### config.mk
export PLATFORM = sky130hd
export DESIGN_NAME = traffic_req_arbiter
export DESIGN_NICKNAME = d
export VERILOG_FILES = /design/src/rtl/traffic_req_arbiter.sv
export SDC_FILE = /design/constraint.sdc
export NUM_CORES = 1
export LEC_CHECK = 0
export ABC_AREA = 1
export BUFFER_PORTS_ARGS = -buffer_cell sky130_fd_sc_hd__buf_2
export CAP_MARGIN = 30
export CORE_MARGIN = 4
export CORE_UTILIZATION = 40
export CTS_BUF_LIST = sky130_fd_sc_hd__clkbuf_4 sky130_fd_sc_hd__clkbuf_8
export CTS_CLUSTER_DIAMETER = 100
export DETAILED_ROUTE_END_ITERATION = 10
export PLACE_DENSITY = 0.6
export SYNTH_ARGS = -nofsm -noshare
export SYNTH_HDL_FRONTEND = slang
export SYNTH_SLANG_ARGS = --single-unit
### constraint.sdc
create_clock -name clk -period 2.9 [get_ports clk]
set_input_delay 0.145 -clock clk [delete_from_list [all_inputs] [get_ports clk]]
set_output_delay 0.145 -clock clk [all_outputs]
set_load 0.02 [all_outputs]
### src/rtl/traffic_req_arbiter.sv
// Sensor synchroniser, debouncer, edge latch and phase-request arbiter for the traffic controller.
// Optional TRAFFIC_REQ_RR_EN selects round-robin arbitration instead of fixed ped > side > main.
module traffic_req_arbiter #(
  parameter int unsigned DEBOUNCE_CYC = 4,
  parameter int unsigned HOLD_CYC     = 8
) (
  input  logic       clk,
  input  logic       res,
  input  logic       sensor_main,
  input  logic       sensor_side,
  input  logic       ped_btn,
  input  logic       en_in,
  output logic [1:0] req_code,
  output logic       req_en,
  output logic [2:0] pend
);

  localparam int unsigned DCW = $clog2(DEBOUNCE_CYC + 1);
  localparam int unsigned HCW = $clog2(HOLD_CYC + 1);
  localparam logic [1:0]  CODE_IDLE = 2'b11;

  typedef enum logic [1:0] {IDLE, ISSUE, GAP} state_e;

  // Source index doubles as the request code: 0 main, 1 side, 2 ped.
  logic [2:0]          raw;
  logic [2:0]          sync1_q, sync2_q;
  logic [2:0]          deb_q, deb_d, deb_prev_q;
  logic [2:0][DCW-1:0] cnt_q, cnt_d;
  logic [2:0]          rise;
  logic [2:0]          pend_q, pend_d;
  state_e              state_q, state_d;
  logic [1:0]          code_q, code_d;
  logic [1:0]          gnt_q, gnt_d;
  logic [HCW-1:0]      hold_q, hold_d;
  logic                req_en_q;
  logic [1:0]          win;
  logic                grant;

  assign raw  = {ped_btn, sensor_side, sensor_main};
  assign rise = deb_q & ~deb_prev_q;

  // Debounce: accept a new level only after DEBOUNCE_CYC consecutive differing samples.
  always_comb begin
    deb_d = deb_q;
    cnt_d = '0;
    for (int i = 0; i < 3; i++) begin
      if (sync2_q[i] != deb_q[i]) begin
        if (cnt_q[i] == DCW'(DEBOUNCE_CYC - 1)) begin
          deb_d[i] = sync2_q[i];
        end else begin
          cnt_d[i] = cnt_q[i] + DCW'(1);
        end
      end
    end
  end

`ifdef TRAFFIC_REQ_RR_EN
  logic [1:0] ptr_q;
  logic [1:0] c0, c1;

  assign c0 = (ptr_q == 2'd2) ? 2'd0 : ptr_q + 2'd1;
  assign c1 = (c0 == 2'd2) ? 2'd0 : c0 + 2'd1;

  // Search starts just after the last granted source.
  always_comb begin
    win = ptr_q;
    if (pend_q[c0]) begin
      win = c0;
    end else if (pend_q[c1]) begin
      win = c1;
    end
  end

  always_ff @(posedge clk) begin
    if (res) begin
      ptr_q <= 2'd0;
    end else if (grant) begin
      ptr_q <= win;
    end
  end
`else
  always_comb begin
    win = 2'd0;
    if (pend_q[2]) begin
      win = 2'd2;
    end else if (pend_q[1]) begin
      win = 2'd1;
    end
  end
`endif

  // Next-state and registered-output logic; a new edge always wins over a clear.
  always_comb begin
    state_d = state_q;
    code_d  = code_q;
    gnt_d   = gnt_q;
    hold_d  = hold_q;
    pend_d  = pend_q;
    grant   = 1'b0;
    if (!en_in) begin
      state_d = IDLE;
      code_d  = CODE_IDLE;
      hold_d  = '0;
      if (state_q == ISSUE) begin
        pend_d[gnt_q] = 1'b1;
      end
    end else begin
      case (state_q)
        IDLE: begin
          code_d = CODE_IDLE;
          if (|pend_q) begin
            grant       = 1'b1;
            gnt_d       = win;
            code_d      = win;
            pend_d[win] = 1'b0;
            hold_d      = HCW'(HOLD_CYC - 1);
            state_d     = ISSUE;
          end
        end
        ISSUE: begin
          if (hold_q == '0) begin
            state_d = GAP;
            code_d  = CODE_IDLE;
          end else begin
            hold_d = hold_q - HCW'(1);
          end
        end
        GAP: begin
          state_d = IDLE;
          code_d  = CODE_IDLE;
        end
        default: begin
          state_d = IDLE;
          code_d  = CODE_IDLE;
        end
      endcase
    end
    pend_d = pend_d | rise;
  end

  always_ff @(posedge clk) begin
    if (res) begin
      sync1_q    <= '0;
      sync2_q    <= '0;
      deb_q      <= '0;
      deb_prev_q <= '0;
      cnt_q      <= '0;
      pend_q     <= '0;
      state_q    <= IDLE;
      code_q     <= CODE_IDLE;
      gnt_q      <= 2'd0;
      hold_q     <= '0;
      req_en_q   <= 1'b0;
    end else begin
      sync1_q    <= raw;
      sync2_q    <= sync1_q;
      deb_q      <= deb_d;
      deb_prev_q <= deb_q;
      cnt_q      <= cnt_d;
      pend_q     <= pend_d;
      state_q    <= state_d;
      code_q     <= code_d;
      gnt_q      <= gnt_d;
      hold_q     <= hold_d;
      req_en_q   <= en_in;
    end
  end

  assign req_code = code_q;
  assign req_en   = req_en_q;
  assign pend     = pend_q;

endmodule

### Word level (Yosys, flattened, before mapping)

Index checks and enable logic that the tools add are counted.
W data, S select, Z words.

* flip-flop bits (word level): 35
* input bits: 6
* output and inout port bits: 6
* word-level logic and storage cells: 78

* $add $sub $neg: 4
* $lt $le $gt $ge: 4
* equality and inequality tests: 10
* muxes and demuxes: 19
* bitwise gates (word level): 10
* reduce and logical (&&, ||, !) cells: 16

Operators by type and width (count)
* $mux W3: 4
* $reduce_or A3 Y1: 4
* $mux W2: 5
* $add A3 B1 Y3 const B: 3
* $eq A3 B2 Y1 const B: 3
* $mux W4: 2
* $pmux W2 S2: 2
* $pmux W4 S2: 1
* $reduce_and A2 Y1: 4
* $and A3 B3 Y3: 2
* $lt A2 B3 Y1 const B: 2
* $not A3 Y3: 2
* $or A3 B3 Y3: 2
* $reduce_and A3 Y1: 2
* $demux W1 S2: 2
* $ge A2 B1 Y1 const B: 2
* $logic_not A4 Y1: 1
* $ne A2 B2 Y1 const B: 2
* $not A1 Y1: 4
* $sub A4 B1 Y4 const B: 1
* $mux W1: 3
* $ne A1 B1 Y1: 3
* $eq A2 B1 Y1 const B: 1
* $logic_and A1 B1 Y1: 2
* other kinds (4): 4

### Depth between registers and ports, before layout

* depth after elaboration: 12
* depth in mapped cells: 8
* gate-level depth less buffers: 8

### Worst setup path before layout

OpenSTA, ideal clock, no wires.

* path type: flip-flop to flip-flop
* from: reg hold_q[0]
* to: reg hold_q[3]
* library setup time: 0.115 ns
* data arrival time: 1.009 ns
* path slack: 1.776 ns
* cell stages (with the launch flop): 9
* path buffers: 0
* clock period less this slack: 1.124 ns
* cells stage by stage: dfxtp_1 -> inv_1 -> ha_1 -> nand2_1 -> nand2_4 -> nand2_4 -> nand3_1 -> nand2_1 -> nor2_1

* word-level cells in the longest chain between the ends: 3

RTL lines
* start: declaration: line 34 `logic [HCW-1:0] hold_q, hold_d;`
* start signal: assignment: line 164 `hold_q <= hold_d;`
* $sub A4 B1 Y4 / $logic_not A4 Y1 (equally long branches): line 125, 121
* $mux W4 / $ne A2 B2 Y1 (equally long branches)
* $pmux W4 S2 / $reduce_and A3 Y1 (equally long branches)

Parallel ways exist; a longest one is shown, timed or not. The select of a mux whose other input is x is not followed.
A chain may end at the register's enable or synchronous reset.

### Worst setup path after layout

Ends and elaborated chain as after synthesis.

==> metrics <==
antenna violations before repair 0; status completed; Max clock buf depth 2; Die Y 67.3 um; xor and xnor fraction of the mapped netlist area 0%; fin area 1580 sq um; CP max stage cell dfxtp_1; CP peak stage delay 0.38 ns; clock root buffer clkbuf_4; area grow syn2layout 12.5%; startpoint types register; clk sinks 35; Final TNS setup 0 ns; Setup violations, final 0; Worst R2R End hold_q[3]$_SDFFE_PP0P_; R2R cell count 8; first-pass GRT wire length 4.06 mm; largest net degree at the start of global routing 20; Final Cycle Share 44.6%; Rows 21; CTS tree built; most frequent cells in the layout dfxtp_1, nor2_1, inv_1; skew final 0.00165 ns; worst path cell trace inv_1 -> ha_1 -> nand2_1 -> nand2_4 -> nand2_4 -> nand3_1 -> nand2_1 -> nor2_1; Hold Crit Depth 4; final hold viol count 0; share of layout cells above drive strength 1 16.8%; Tmin final 1.29 ns; Starting Density 41.8%; vias in the first global route 991; post-CTS resize count 0; Worst slew margin 72.5%; worst vdd ir 0.000283 V; drt drc 0; worst r2r src hold_q[0]$_SDFFE_PP0P_; clk_lat worst skew 0.33 ns; H-tree level count 2; crit end category register; Data required, critical path 3.14 ns; Post-Syn Instances 173; compound-gate portion of the synthesized area 11.7%; DR WL/cell 9.82 um; DP Wirelength 1.75 mm; fin. max-slew vios 0; Ys Warns 0; hold path start en_in; kind of critical path register to register; Synth Area in Adders 6.23%; worst hold-check path type input pin to register; number of I/O port buffers 11; Die ar. 4530 sq um; routed vias 1,069; drt initial violations 81; Mapped Area 1410 sq um; syn avg cell area 8.13 sq um; Finished Layout Cells 237; largest family of logic cells by synthesized area simple AND/OR/NAND/NOR gates; postcts setup bufs 0; unrepaired setup endpoints after global routing false; most common cell after layout, fill and taps aside dfxtp_1; critical-path maximum fanout 7; Yosys cell types 22; Post-Route WL 2.33 mm; total chip power 0.782 mW; Final nets 204; die width 67.3 um; maxcap violations 0; placed instance count 227; Worst Path Arrival 1.53 ns; ANT cells 0; WP buf/inv 1; core area 3360 sq um; Hold Buf Count CTS 3; Max Fclk 0.772 GHz; mux cell area share after synthesis 0%; DRT Pass-1 Iters 4; number of synthesized register bits 35; static leakage 0.713 nW; GRT overflow 0; Ports 12; CTS buffer count 5; clk slew on worst S/H paths 0.10 ns; power per cell area 495 nW/um^2; hold path endpoint pend[0]$_SDFF_PP0_; cell family with most CP delay simple AND/OR/NAND/NOR gates; routability cong. 0.834; R2R setup slack 1.61 ns; Slew @ Worst Pin 0.413 ns; simple-gate share of the synthesized area 21.4%; sequential area share after synthesis 49.8%; Final ANT Viol Nets 0; Post-Place Cell Area 1500 sq um; vias per inst 4.51; Net Count, Synth 186; total track usage 12.4%
[cell type report]
cell class              instances  area, sq um
fillers                       353         1780
flip-flops and latches         35          701
multi-input cells             101          554
inverters                      34          128
repair buffers                 14         85.1
well taps                      46         57.6
clock buffers                   6         51.3
clock inverters                 1         5.00
[through the flow]
step | util (%) | hold WS [ns] | setup WS [ns]
2_1_floorplan | - | 0.252 | 1.78
3_3_place_gp | 44.5 | 0.342 | 1.73
3_5_place_dp | 44.5 | 0.353 | 1.65
4_1_cts | 47.0 | 0.120 | 1.63
5_1_grt | 47.0 | 0.144 | 1.49
6_report | 47.0 | 0.131 | 1.61
[kinds of logic after synthesis]
| group | Yosys count |
|---|---|
| simple gates | 65 |
| flops | 35 |
| fa+ha+maj | 7 |
| buf+inv | 37 |
| compound gates | 29 |
[power by group]
part           internal (mW)  switching [mW]  total (mW)
registers              0.486         0.00239       0.489
logic                 0.0113          0.0171      0.0284
clock network          0.112           0.153       0.265
[cells in the mapped netlist (all sizes together)]
master  count  area, sq um
a21oi      14         81.3
a31oi       1         6.26
buf         3         23.8
dfxtp      35          701
ha          7         87.6
inv        34          128
nand2      21          104
nand3       5         25.0
nor2       35          150
nor3        2         10.0
o211ai      3         22.5
o21ai      11         55.1
or2         2         12.5
[worst register-to-register path: cells and delay by family, from the launching register on]
kind                       cells  cell delay [ns]
adders and majority gates      1             0.23
buffers and inverters          1             0.09
DFF                            1             0.38
and+or+nand+nor                6             0.48
[how the worst max path moves through the flow]
stage                     slack (ns)                      to                   start  cells after the start
after global placement          1.73  hold_q[3]$_SDFFE_PP0P_  hold_q[0]$_SDFFE_PP0P_                      8
after global routing            1.49  hold_q[3]$_SDFFE_PP0P_  hold_q[0]$_SDFFE_PP0P_                      8
after CTS                       1.63  hold_q[3]$_SDFFE_PP0P_  hold_q[0]$_SDFFE_PP0P_                      8
after detailed placement        1.65  hold_q[3]$_SDFFE_PP0P_  hold_q[0]$_SDFFE_PP0P_                      8
final                           1.61  hold_q[3]$_SDFFE_PP0P_  hold_q[0]$_SDFFE_PP0P_                      8
after floorplan                 1.78  hold_q[3]$_SDFFE_PP0P_  hold_q[0]$_SDFFE_PP0P_                      8
[flip-flops by register name, indices dropped and copies added, names as in the netlist, 2 cells and up]
name        count
sync2_q         3
deb_q           3
hold_q          4
gnt_q           2
req_code        2
cnt_q           9
sync1_q         3
deb_prev_q      3
pend            3
state_q         2
[metal layers]
layer | share of wire [%] | wire length [um] | global-route usage [%]
met1 | 41 | 964 | 12.3
met3 | 6.9 | 160 | 5.99
met2 | 49 | 1150 | 21.7
met5 | 0 | 0 | 0
met4 | 2.2 | 51 | 6.08
No activity file was read; power rests on OpenSTA's default activity.
